File: config.mk
export PLATFORM = sky130hd
export DESIGN_NAME = hv_timing_counter
export DESIGN_NICKNAME = d
export VERILOG_FILES = /design/src/rtl/hdmi_timing_pkg.sv /design/src/rtl/hv_timing_counter_wrap.sv /design/src/rtl/hv_timing_counter.sv
export SDC_FILE = /design/constraint.sdc
export NUM_CORES = 1
export LEC_CHECK = 0
export CORE_ASPECT_RATIO = 1.5
export CORE_MARGIN = 5
export CORE_UTILIZATION = 40
export CTS_BUF_LIST = sky130_fd_sc_hd__clkbuf_8
export DETAILED_ROUTE_END_ITERATION = 8
export DONT_BUFFER_PORTS = 1
export HOLD_SLACK_MARGIN = 0.03
export SETUP_SLACK_MARGIN = 0.15
export SKIP_CTS_REPAIR_TIMING = 1
export SYNTH_ARGS = -nofsm -noshare
export SYNTH_HDL_FRONTEND = slang
export SYNTH_HIERARCHICAL = 1
export SYNTH_SLANG_ARGS = --single-unit
File: constraint.sdc
create_clock -name clock -period 5 [get_ports clock]
set_input_delay 1 -clock clock [delete_from_list [all_inputs] [get_ports clock]]
set_output_delay 1 -clock clock [all_outputs]
set_load 0.02 [all_outputs]
File: src/rtl/hdmi_timing_pkg.sv
// Shared widths, reset wrap values and count types for the HDMI raster timing counters.
package hdmi_timing_pkg;

  localparam int H_WIDTH_DEF   = 11;
  localparam int V_WIDTH_DEF   = 10;
  localparam int H_MAX_RST_DEF = 1250;
  localparam int V_MAX_RST_DEF = 749;

  typedef logic [H_WIDTH_DEF-1:0] h_count_t;
  typedef logic [V_WIDTH_DEF-1:0] v_count_t;

endpackage

File: src/rtl/hv_timing_counter_wrap.sv
// wrap_counter: generic modulo counter with a run-time wrap value, synchronous
// parallel load and a registered one-cycle terminal-count pulse.
// The wrap compare uses >=, so a count loaded above max still wraps on the next
// enabled cycle instead of running to 2^WIDTH.
module wrap_counter
  import hdmi_timing_pkg::*;
#(
  parameter int WIDTH = H_WIDTH_DEF
) (
  input  logic             clock,
  input  logic             MR,
  input  logic             load,
  input  logic             enable,
  input  logic [WIDTH-1:0] dn,
  input  logic [WIDTH-1:0] max,
  output logic [WIDTH-1:0] count,
  output logic             at_max,
  output logic             tc
);

  localparam logic [WIDTH-1:0] ONE = WIDTH'(1);

  logic [WIDTH-1:0] count_q, count_d;
  logic             tc_q, tc_d;

  assign at_max = (count_q >= max);

  // Next count and pulse: load beats enable; tc is only ever high for one cycle.
  always_comb begin
    count_d = count_q;
    tc_d    = 1'b0;
    if (load) begin
      count_d = dn;
    end else if (enable) begin
      if (at_max) begin
        count_d = '0;
        tc_d    = 1'b1;
      end else begin
        count_d = count_q + ONE;
      end
    end
  end

  // Count and pulse registers, cleared asynchronously by master reset.
  always_ff @(posedge clock or posedge MR) begin
    if (MR) begin
      count_q <= '0;
      tc_q    <= 1'b0;
    end else begin
      count_q <= count_d;
      tc_q    <= tc_d;
    end
  end

  assign count = count_q;
  assign tc    = tc_q;

endmodule

File: src/rtl/hv_timing_counter.sv
// hv_timing_counter: cascaded horizontal/vertical raster counter with shadowed,
// run-time programmable wrap values. The requested h_max/v_max are copied into
// the shadows only on the frame wrap, so register writes never tear a frame.
// Optional feature macro: HV_SYNC_OUT_EN adds registered h_sync/v_sync windows.
module hv_timing_counter
  import hdmi_timing_pkg::*;
#(
  parameter int H_WIDTH   = H_WIDTH_DEF,
  parameter int V_WIDTH   = V_WIDTH_DEF,
  parameter int H_MAX_RST = H_MAX_RST_DEF,
  parameter int V_MAX_RST = V_MAX_RST_DEF
) (
  input  logic               clock,
  input  logic               MR,
  input  logic               CEP,
  input  logic               PE_n,
  input  logic [H_WIDTH-1:0] h_dn,
  input  logic [V_WIDTH-1:0] v_dn,
  input  logic [H_WIDTH-1:0] h_max,
  input  logic [V_WIDTH-1:0] v_max,
`ifdef HV_SYNC_OUT_EN
  input  logic [H_WIDTH-1:0] h_sync_start,
  input  logic [H_WIDTH-1:0] h_sync_end,
  input  logic [V_WIDTH-1:0] v_sync_start,
  input  logic [V_WIDTH-1:0] v_sync_end,
  output logic               h_sync,
  output logic               v_sync,
`endif
  output logic [H_WIDTH-1:0] h_count,
  output logic [V_WIDTH-1:0] v_count,
  output logic               h_tc,
  output logic               v_tc,
  output logic               frame_start
);

  logic               load;
  logic               h_at_max;
  logic               v_at_max;
  logic               v_enable;
  logic               frame_wrap;
  logic [H_WIDTH-1:0] h_max_sh_q, h_max_sh_d;
  logic [V_WIDTH-1:0] v_max_sh_q, v_max_sh_d;

  assign load       = ~PE_n;
  // Vertical advances only on a horizontal wrap; a frame wraps when both wrap together.
  assign v_enable   = CEP & h_at_max;
  assign frame_wrap = PE_n & CEP & h_at_max & v_at_max;

  wrap_counter #(.WIDTH(H_WIDTH)) u_h_cnt (
    .clock  (clock),
    .MR     (MR),
    .load   (load),
    .enable (CEP),
    .dn     (h_dn),
    .max    (h_max_sh_q),
    .count  (h_count),
    .at_max (h_at_max),
    .tc     (h_tc)
  );

  wrap_counter #(.WIDTH(V_WIDTH)) u_v_cnt (
    .clock  (clock),
    .MR     (MR),
    .load   (load),
    .enable (v_enable),
    .dn     (v_dn),
    .max    (v_max_sh_q),
    .count  (v_count),
    .at_max (v_at_max),
    .tc     (v_tc)
  );

  // Shadow wrap values follow the requested values only at the frame wrap.
  always_comb begin
    h_max_sh_d = h_max_sh_q;
    v_max_sh_d = v_max_sh_q;
    if (frame_wrap) begin
      h_max_sh_d = h_max;
      v_max_sh_d = v_max;
    end
  end

  // Shadow registers start from the default raster on master reset.
  always_ff @(posedge clock or posedge MR) begin
    if (MR) begin
      h_max_sh_q <= H_WIDTH'(H_MAX_RST);
      v_max_sh_q <= V_WIDTH'(V_MAX_RST);
    end else begin
      h_max_sh_q <= h_max_sh_d;
      v_max_sh_q <= v_max_sh_d;
    end
  end

  assign frame_start = (h_count == '0) && (v_count == '0);

`ifdef HV_SYNC_OUT_EN
  localparam logic [H_WIDTH-1:0] H_ONE = H_WIDTH'(1);
  localparam logic [V_WIDTH-1:0] V_ONE = V_WIDTH'(1);

  logic               h_sync_q, h_sync_d;
  logic               v_sync_q, v_sync_d;
  logic [H_WIDTH-1:0] h_next;
  logic [V_WIDTH-1:0] v_next;

  // Sync windows are decoded on the count about to be registered, so they line up with it.
  always_comb begin
    h_next   = h_at_max ? '0 : (h_count + H_ONE);
    v_next   = v_enable ? (v_at_max ? '0 : (v_count + V_ONE)) : v_count;
    h_sync_d = h_sync_q;
    v_sync_d = v_sync_q;
    if (load) begin
      h_sync_d = 1'b0;
      v_sync_d = 1'b0;
    end else if (CEP) begin
      h_sync_d = (h_next >= h_sync_start) && (h_next <= h_sync_end);
      v_sync_d = (v_next >= v_sync_start) && (v_next <= v_sync_end);
    end
  end

  // Sync output registers, cleared by master reset.
  always_ff @(posedge clock or posedge MR) begin
    if (MR) begin
      h_sync_q <= 1'b0;
      v_sync_q <= 1'b0;
    end else begin
      h_sync_q <= h_sync_d;
      v_sync_q <= v_sync_d;
    end
  end

  assign h_sync = h_sync_q;
  assign v_sync = v_sync_q;
`endif

endmodule

==> results of run 1 <==
[metrics by stage]
stage	instance area (µm²)	power [mW]	hold slack, ns
global placement	2865	1.269	0.4917
floorplan	2821	1.157	0.4793
detailed placement	2865	1.286	0.4941
global route	2947	1.624	0.5210
CTS	2947	1.503	0.5133
finish	2947	1.481	0.5076
[cells in the mapped netlist, drive strengths merged]
master,count,area share
buf,3,0.012
or4b,1,0.0035
and3b,1,0.0031
a21oi,28,0.050
xnor2,3,0.0093
nand2b,1,0.0022
ha,23,0.10
and4,2,0.0080
nand2,6,0.0080
inv,28,0.037
a21o,1,0.0027
o311ai,1,0.0031
and2,1,0.0027
nand3,17,0.034
o21ai,24,0.056
or4,2,0.0071
dlygate4sd1,1,0.0031
xor2,14,0.043
a31oi,1,0.0075
a211oi,1,0.0044
and3,6,0.014
nor3,3,0.0053
nor4,4,0.011
o2111ai,2,0.012
clkbuf,5,0.0067
nor2,4,0.0053
nor3b,19,0.051
mux2,21,0.085
or3,1,0.0022
nand4,5,0.011
nor2b,1,0.0022
dfstp,12,0.11
dfrtp,32,0.28
[worst register-to-register path, cell delays in order (launching register included)]
cell     delay (ns)
dfrtp_1        0.62
inv_1          0.12
ha_1           0.30
nor2b_1        0.04
o21ai_1        0.12
a21oi_1        0.14
o21ai_1        0.23
and2_2         0.34
or4b_1         0.45
or3_1          0.55
o21ai_2        0.21
[metal layers]
| metal | up-vias | share of wire |
|---|---|---|
| met3 | 8 | 0.086 |
| met1 | 956 | 0.38 |
| met2 | 74 | 0.52 |
| met4 | 0 | 0.018 |
| met5 | - | 0 |
| li1 | 978 | - |
[where the power goes]
part | switching [mW] | internal [mW] | leakage [nW] | total (mW)
sequential | 0.184 | 0.513 | 0.521 | 0.697
clock | 0.117 | 0.0942 | 0.0505 | 0.211
combinational | 0.294 | 0.280 | 0.692 | 0.573
[logic make-up (layout without fill, tap and decap cells)]
group | count (synthesis) | in the layout | share of synthesized area
buffers and inverters | 37 | 37 | 0.05898
flip-flops | 44 | 44 | 0.3956
multiplexers | 21 | 21 | 0.08514
AND/OR/NAND/NOR | 74 | 74 | 0.1698
adder cells (fa/ha/maj) | 23 | 23 | 0.1020
XOR/XNOR | 17 | 17 | 0.05277
AO/OA/AOI/OAI | 58 | 58 | 0.1357
[area by class of cell]
type | instances | area [µm²]
clock inverter | 3 | 12.51
sequential | 44 | 1116
multi-input combinational | 193 | 1539
fill | 681 | 3905
clock buffer | 5 | 68.82
inverter | 28 | 105.1
timing repair buffer | 1 | 7.507
tap | 78 | 97.59
[worst max path at each step]
stage | start | slack [ns] | to | cells after the start
2_1_floorplan | u_h_cnt/count[0] | 2.36 | u_v_cnt/count[2] | 11
3_3_place_gp | u_h_cnt/count[0] | 1.89 | u_v_cnt/count[2] | 10
3_5_place_dp | u_h_cnt/count[0] | 1.81 | u_v_cnt/count[8] | 10
4_1_cts | u_h_cnt/count[0] | 1.77 | u_v_cnt/count[8] | 10
5_1_grt | u_h_cnt/count[0] | 1.48 | u_v_cnt/count[7] | 10
6_report | u_h_cnt/count[0] | 1.80 | u_v_cnt/count[8] | 10
[registers in the layout, indices dropped and copies added (netlist names)]
signal / flops
v_max_sh_q: 10
u_h_cnt/tc: 1
u_v_cnt/tc: 1
h_max_sh_q: 11
u_v_cnt/count: 10
u_h_cnt/count: 11
[placed cells by master (no fill, tap or decap), drive strengths merged, types with 2 or more instances in the layout]
| master | instances |
|---|---|
| a21oi | 28 |
| and3 | 6 |
| and4 | 2 |
| clkbuf | 5 |
| dfrtp | 32 |
| dfstp | 12 |
| ha | 23 |
| inv | 30 |
| mux2 | 21 |
| nand2 | 6 |
| nand3 | 17 |
| nand4 | 5 |
| nor2 | 4 |
| nor3 | 3 |
| nor3b | 19 |
| nor4 | 4 |
| o2111ai | 2 |
| o21ai | 24 |
| or4 | 2 |
| xnor2 | 3 |
| xor2 | 14 |
==> results by group, run 1 <==
Worst setup path
  • R2R setup slack: 1.80 ns
  • Critical path class: reg -> reg
  • Slowest CP cell: dfrtp_1
  • Crit path DAT: 3.42 ns
  • Reg2Reg Depth: 10
  • CP most frequent cell: o21ai_1
  • Setup crit end kind: register
  • CP peak stage delay: 0.62 ns
  • Reg-to-reg endpoint: u_v_cnt/count[8]
  • Worst Path Required: 5.22 ns
  • Worst r2r src: u_h_cnt/count[0]
  • CP Max Fanout: 14
  • Buf/Inv on CP: 1
  • CP cell instances: inv_1 -> ha_1 -> nor2b_1 -> o21ai_1 -> a21oi_1 -> o21ai_1 -> and2_2 -> or4b_1 -> or3_1 -> o21ai_2
  • Startpoint types: register
  • CP delay by family, top: simple AND/OR/NAND/NOR gates

Timing
  • RSZ-0062 raised after global routing: no
  • Final clock skew: around 0.0086 ns
  • FMAX: 312.8 MHz
  • Final critical-path share of the clock period: 0.6393
  • Setup ws final: approximately 1.8 ns
  • Slew HR: 0.4754
  • Setup TNS: 0 ns
  • Slew Viols, Final: 0
  • Crit path time final: approximately 3.2 ns
  • Worst slew pin tran: 0.7860 ns
  • Final setup fails: 0
  • Count of final hold-check violations: 0

Pwr
  • VDD IR max: 0.0002501 V
  • PwrDens: 502.5 nW/µm²
  • P_leak: 1.264 nW

Floorplan
  • CORE AREA: 6852 µm²
  • Initial Util: 0.4118
  • Die H: roughly 110 µm
  • Die ar.: 8868 µm²
  • Die outline width: 78.58 µm
  • Rows: 37
  • Ports: 70

Logic synthesis
  • Post-synthesis register bit count: 44
  • Sequential share of the synthesized area: 0.3956
  • Post-Synthesis Cells: 274
  • Mapped Nets: 343
  • Mean post-synth cell area: 10.30 µm²
  • Netlist cell types: 41
  • Synthesized area: 2821 µm²
  • Synth warnings: 6

Run
  • Maxcap violations: 0

Global route
  • GRT Max-Usage Layer: met2
  • GRT Residual Overflow: 0
  • Gr usage total: 0.1579
  • Initial antenna violation count: 0
  • First-pass GRT wire length: 10930 µm
  • Pin count of the biggest net entering global routing: 48
  • Met2 Use GR: 0.2802
  • GR Layer Usage met1: 0.1714
  • Grt met3 use: 0.05494
  • Vias in the first global route: 2132

Detailed routing
  • DR pass1 iterations: 4
  • DRC: 0
  • DRT antenna net count: 0
  • Total Wirelength: 6578 µm
  • Vias per Instance: 5.727
  • Drt initial violations: 78
  • Detail-routed net length per standard cell: ~19 µm
  • Via Count: between 2000 and 2500

Run status
  • Outcome: completed

Clocking
  • CTS max path bufs: 2
  • CTS H-tree lvls: 2
  • CTS sink cnt: 44
  • Root Buffer: clkbuf_8
  • Num CTS Buffers: 5
  • CTS clk-pin slew, worst paths: 0.08 ns
  • Clk_lat worst skew: between 0.2 and 0.3 ns
  • CTS tree: done

Min path
  • Hold path cells: 1
  • HP Start: v_max_sh_q[1]
  • Worst Hold Class: reg -> reg
  • Hold path endpoint: v_max_sh_q[1]

Place
  • Final HPWL DP: 5019 µm
  • Placed insts: roughly 340
  • Worst slack, placed: between 1.5 and 2 ns
  • IO buf count: 0
  • GP Congestion: about 0.78

Layout
  • Layout area overhead: 4.435%
  • Post-layout util: 0.4301
  • Layout cells sized above 1: 0.2263
  • N_diodes: 0
  • Finished Layout Cells: about 350
  • # nets final: between 300 and 400
No activity file was read; power rests on OpenSTA's default activity.
==> run 2, diff against run 1 <==
==> constraint.sdc (replaced) <==
create_clock -name clock -period 3.35 [get_ports clock]
set_input_delay 0.67 -clock clock [delete_from_list [all_inputs] [get_ports clock]]
set_output_delay 0.67 -clock clock [all_outputs]
set_load 0.02 [all_outputs]
==> run 2 against run 1 <==
  * Worst setup slack lost 1.4 ns
  * Total power increased by 57%
  * Global-route usage grew 1.1 points
  * Via count is 4.3% higher
  * Critical path type unchanged
  * Largest cell class unchanged
==> results by group, run 2 (synthesized netlist as in run 1, its figures left out) <==
Detailed routing
  • DR pass1 iterations: 7 (was 4)
  • Via Count: 2103 (was 2016)
  • Vias per Instance: 5.715 (was 5.727)
  • Drt initial violations: 84 (was 78)
  • DRC: 0 (unchanged)
  • Total Wirelength: 7184 µm (was 6578 µm)
  • DRT antenna net count: 0 (unchanged)
  • Detail-routed net length per standard cell: 19.52 µm (was 18.69 µm)

Worst setup path
  • CP cell instances: inv_1 -> ha_1 -> nand3_1 -> nor2_1 -> a21oi_1 -> o21ai_1 -> and2_2 -> or4b_1 -> or3_4 -> o21ai_2 (was inv_1 -> ha_1 -> nor2b_1 -> o21ai_1 -> a21oi_1 -> o21ai_1 -> and2_2 -> or4b_1 -> or3_1 -> o21ai_2)
  • Reg2Reg Depth: 10 (unchanged)
  • Critical path class: reg -> reg (unchanged)
  • Worst r2r src: h_max_sh_q[7] (was u_h_cnt/count[0])
  • Slowest CP cell: dfstp_2 (was dfrtp_1)
  • CP Max Fanout: 14 (unchanged)
  • Setup crit end kind: register (unchanged)
  • Worst Path Required: 3.58 ns (was 5.22 ns)
  • CP peak stage delay: 0.53 ns (was 0.62 ns)
  • Startpoint types: register (unchanged)
  • Crit path from: h_max_sh_q[7] (was u_h_cnt/count[0])
  • Crit path DAT: 3.18 ns (was 3.42 ns)

Clocking
  • CTS max path bufs: 2 (unchanged)
  • CTS tree: done (unchanged)
  • CTS H-tree lvls: 2 (unchanged)
  • Root Buffer: clkbuf_8 (unchanged)
  • CTS sink cnt: 44 (unchanged)
  • Num CTS Buffers: 5 (unchanged)
  • Clk_lat worst skew: 0.30 ns (was 0.29 ns)
  • CTS clk-pin slew, worst paths: 0.08 ns (about the same)

Layout
  • Layout cells sized above 1: 0.2724 (was 0.2263)
  • Commonest non-fill, non-tap cell in the layout: dfrtp_1 (unchanged)
  • # nets final: 358 (was 342)
  • Non-Filler Cell Area, Final: 3080 µm² (was 2947 µm²)
  • Finished Layout Cells: 368 (was 352)
  • N_diodes: 0 (unchanged)
  • Layout area overhead: 9.179% (was 4.435%)
  • Most frequent cells in the layout: dfrtp_1, inv_1, a21oi_1 (unchanged)

Pwr
  • PwrDens: 754.9 nW/µm² (was 502.5 nW/µm²)
  • P_leak: 1.349 nW (was 1.264 nW)
  • VDD IR max: 0.0004542 V (was 0.0002501 V)

Timing
  • Worst slew pin tran: 0.7897 ns (was 0.7860 ns)
  • Final clock skew: 0.008326 ns (was 0.008602 ns)
  • RSZ-0062 raised after global routing: no (unchanged)
  • Slew Viols, Final: 0 (unchanged)
  • Final critical-path share of the clock period: 0.8828 (was 0.6393)
  • Slew HR: 0.4729 (was 0.4754)
  • Setup ws final: 0.3928 ns (was 1.803 ns)
  • Crit path time final: 2.957 ns (was 3.197 ns)
  • Final setup fails: 0 (unchanged)
  • FMAX: 338.2 MHz (was 312.8 MHz)
  • Count of final hold-check violations: 0 (unchanged)
  • Setup TNS: 0 ns (unchanged)

Run status
  • Outcome: completed (unchanged)

Global route
  • GRT Residual Overflow: 0 (unchanged)
  • Pin count of the biggest net entering global routing: 47 (was 48)
  • Initial antenna violation count: 0 (unchanged)
  • Vias in the first global route: 2287 (was 2132)
  • Gr usage total: 0.1685 (was 0.1579)
  • First-pass GRT wire length: 11550 µm (was 10930 µm)

Place
  • Worst slack, placed: 0.2686 ns (was 1.814 ns)
  • Placed insts: 360 (was 344)
  • Placed Area: 2985 µm² (was 2865 µm²)
  • GP Congestion: 0.8062 (was 0.7833)
  • Final HPWL DP: 5502 µm (was 5019 µm)
  • IO buf count: 0 (unchanged)

Floorplan
  • Initial Util: 0.4118 (unchanged)
  • Ports: 70 (unchanged)
  • Die ar.: 8868 µm² (unchanged)
  • Rows: 37 (unchanged)
  • Die H: 112.9 µm (unchanged)
  • Die outline width: 78.58 µm (unchanged)
  • CORE AREA: 6852 µm² (unchanged)

Run
  • Maxcap violations: 0 (unchanged)

Min path
  • Worst Hold Class: in -> async (was reg -> reg)
==> run 2: cell type report <==
cell class	count	area [µm²]
Clock buffer	6	82.58
Clock inverter	2	7.507
Fill cell	669	3771
Inverter	28	105.1
Multi-Input combinational cell	193	1544
Sequential cell	44	1116
Tap cell	78	97.59
Timing Repair Buffer	17	127.6
==> run 2: worst paths after layout <==
path,slack [ns],to
setup / recovery,0.39,u_v_cnt/count[8]
hold / removal,0.26,u_v_cnt/count[7]
setup reg to reg,0.39,u_v_cnt/count[8]
hold reg to reg,0.51,v_max_sh_q[8]
max in group asynchronous,2.45,v_max_sh_q[4]
min in group clock,0.50,u_h_cnt/count[0]
==> run 2: layer usage <==
metal	up-vias	track usage	wire, µm
li1	1006	-	-
met1	1018	0.1770	2649
met2	66	0.3001	3754
met3	13	0.05732	530
met4	0	0.07468	248
met5	-	0	0
==> run 2: critical path, delay by kind of cell, from the launching register on <==
kind,cells,cell delay (ns)
and+or+nand+nor,5,1.45
DFF,1,0.53
AOI/OAI and AO/OA,3,0.52
adders and majority gates,1,0.34
buffers and inverters,1,0.04
==> run 2: per-stage QoR <==
step	utilization	total power, mW	hold slack (ns)
after floorplan	-	1.728	0.4793
after global placement	0.4357	1.963	0.4902
after detailed placement	0.4357	2.002	0.4934
after CTS	0.4489	2.355	0.2623
after global routing	0.4496	2.539	0.2809
final	0.4496	2.325	0.2594
==> run 2: power breakdown <==
part           leakage, nW  internal [mW]  switching (mW)  total [mW]
combinational        0.774          0.472           0.588        1.06
clock               0.0538          0.163           0.182       0.345
sequential           0.521          0.767           0.152       0.920
==> run 3, diff against run 2 <==
--- a/config.mk
+++ b/config.mk
@@ -11,7 +11,7 @@
 export CTS_BUF_LIST = sky130_fd_sc_hd__clkbuf_8
 export DETAILED_ROUTE_END_ITERATION = 8
 export DONT_BUFFER_PORTS = 1
-export HOLD_SLACK_MARGIN = 0.03
+export REMOVE_ABC_BUFFERS = 1
 export SETUP_SLACK_MARGIN = 0.15
 export SKIP_CTS_REPAIR_TIMING = 1
 export SYNTH_ARGS = -nofsm -noshare
==> run 3 against run 2 <==
  * Routed wire length is 0.74% higher
  * Sequential share of layout area is 0.059 points lower
  * Clock power is 17% higher
  * Die area stayed put
  * Fmax is 4.2% higher
  * Sequential cell count stayed put
  * Global-route usage is 0.49 points higher
  * Core utilization is 0.073 points higher
  * Combinational power hardly changed
  * Critical endpoint is now u_v_cnt/count[6]
  * Largest power group unchanged
==> results by group, run 3 (synthesized netlist as in run 1, its figures left out) <==
Layout
  • # fillers: 695 (was 669)
  • # nets final: 357 (was 358)
  • N_diodes: 0 (unchanged)
  • Finished Layout Cells: 367 (was 368)
  • Layout cells sized above 1: 0.2699 (was 0.2724)
  • Layout area overhead: 9.357% (was 9.179%)
  • Most frequent cells in the layout: dfrtp_1, inv_1, a21oi_1 (unchanged)
  • Commonest non-fill, non-tap cell in the layout: dfrtp_1 (unchanged)

Worst setup path
  • Startpoint types: register (unchanged)
  • CP Max Fanout: 9 (was 14)
  • Setup crit end kind: register (unchanged)
  • Crit path from: u_h_cnt/count[5] (was h_max_sh_q[7])
  • Worst r2r src: u_h_cnt/count[5] (was h_max_sh_q[7])
  • Worst Path Required: 3.58 ns (about the same)
  • Crit path DAT: 3.07 ns (was 3.18 ns)
  • Critical path class: reg -> reg (unchanged)

Detailed routing
  • DR pass1 iterations: 4 (was 7)
  • Total Wirelength: 7237 µm (was 7184 µm)
  • DRC: 0 (unchanged)
  • DRT antenna net count: 0 (unchanged)
  • Via Count: 2130 (was 2103)
  • Vias per Instance: 5.804 (was 5.715)
  • Drt initial violations: 58 (was 84)
  • Detail-routed net length per standard cell: 19.72 µm (was 19.52 µm)

Timing
  • Slew HR: 0.4540 (was 0.4729)
  • RSZ-0062 raised after global routing: no (unchanged)
  • Worst slew pin tran: 0.8181 ns (was 0.7897 ns)
  • Setup TNS: 0 ns (unchanged)
  • Crit path time final: 2.839 ns (was 2.957 ns)
  • Final setup fails: 0 (unchanged)
  • Slew Viols, Final: 0 (unchanged)
  • FMAX: 352.3 MHz (was 338.2 MHz)
  • Count of final hold-check violations: 0 (unchanged)
  • Final critical-path share of the clock period: 0.8474 (was 0.8828)
  • Final clock skew: 0.01052 ns (was 0.008326 ns)

Floorplan
  • Ports: 70 (unchanged)
  • Die H: 112.9 µm (unchanged)
  • CORE AREA: 6852 µm² (unchanged)
  • Rows: 37 (unchanged)
  • Die ar.: 8868 µm² (unchanged)
  • Initial Util: 0.4118 (unchanged)
  • Die outline width: 78.58 µm (unchanged)

Pwr
  • P_leak: 1.347 nW (was 1.349 nW)
  • VDD IR max: 0.0003748 V (was 0.0004542 V)
  • PwrDens: 776.2 nW/µm² (was 754.9 nW/µm²)

Global route
  • Vias in the first global route: 2288 (was 2287)
  • Pin count of the biggest net entering global routing: 47 (unchanged)
  • Initial antenna violation count: 0 (unchanged)
  • Gr usage total: 0.1735 (was 0.1685)
  • GRT Residual Overflow: 0 (unchanged)
  • First-pass GRT wire length: 11920 µm (was 11550 µm)

Clocking
  • Root Buffer: clkbuf_8 (unchanged)
  • Clk_lat worst skew: 0.30 ns (about the same)
  • CTS max path bufs: 2 (unchanged)
  • CTS H-tree lvls: 2 (unchanged)
  • CTS sink cnt: 44 (unchanged)
  • CTS tree: done (unchanged)
  • Num CTS Buffers: 5 (unchanged)
  • CTS clk-pin slew, worst paths: 0.09 ns (was 0.08 ns)

Place
  • Placed insts: 359 (was 360)
  • Final HPWL DP: 5507 µm (was 5502 µm)
  • IO buf count: 0 (unchanged)
  • GP Congestion: 0.8326 (was 0.8062)

Min path
  • Worst Hold Class: in -> async (unchanged)

Run status
  • Outcome: completed (unchanged)

Run
  • Maxcap violations: 0 (unchanged)
==> run 3: layout make-up <==
| cell class | count | area [µm²] | area share |
|---|---|---|---|
| Multi-Input combinational cell | 193 | 1539 | 0.4988 |
| Clock inverter | 3 | 38.79 | 0.01257 |
| Timing Repair Buffer | 16 | 120.1 | 0.03893 |
| Tap cell | 78 | 97.59 | 0.03163 |
| Sequential cell | 44 | 1116 | 0.3617 |
| Inverter | 28 | 105.1 | 0.03406 |
| Clock buffer | 5 | 68.82 | 0.02230 |
==> run 3: worst paths after layout <==
kind                                          to  slack (ns)  cells past startpoint
worst max-delay path            u_v_cnt/count[6]        0.51                      9
worst min-delay path            u_v_cnt/count[0]        0.25                      1
worst max register to register  u_v_cnt/count[6]        0.51                      9
worst min register to register     h_max_sh_q[3]        0.51                      1
max in group asynchronous          h_max_sh_q[3]        2.42                      1
min in group clock              u_v_cnt/count[7]        0.50                      2
==> run 3: where the power goes <==
group / total, mW / leakage [nW] / internal (mW) / switching [mW]
logic: 1.05 / 0.766 / 0.472 / 0.579
registers: 0.940 / 0.521 / 0.767 / 0.173
clock network: 0.404 / 0.0593 / 0.219 / 0.185
==> run 3: metrics by stage <==
step	setup WS, ns	util	hold slack, ns	instance area, µm²	power, mW
2_1_floorplan	0.5230	-	0.4795	2760	1.705
3_3_place_gp	0.5576	0.4346	0.4922	2978	1.977
3_5_place_dp	0.5122	0.4346	0.4938	2978	2.012
4_1_cts	0.4919	0.4503	0.2516	3085	2.430
5_1_grt	0.2798	0.4503	0.2622	3085	2.600
6_report	0.5112	0.4503	0.2519	3085	2.395
==> run 3: per-layer routing <==
metal,wire (µm),track usage
met3,636,0.05812
met2,3776,0.3114
met5,0,0
met1,2610,0.1834
met4,214,0.07001
==> run 3: critical path: stages, from the launching register on <==
cell     delay (ns)
dfrtp_1        0.53
ha_1           0.35
nand2_1        0.06
o21ai_1        0.22
a31oi_4        0.14
o21ai_1        0.12
and2_2         0.18
or4b_1         0.41
or3_1          0.55
o21ai_2        0.21
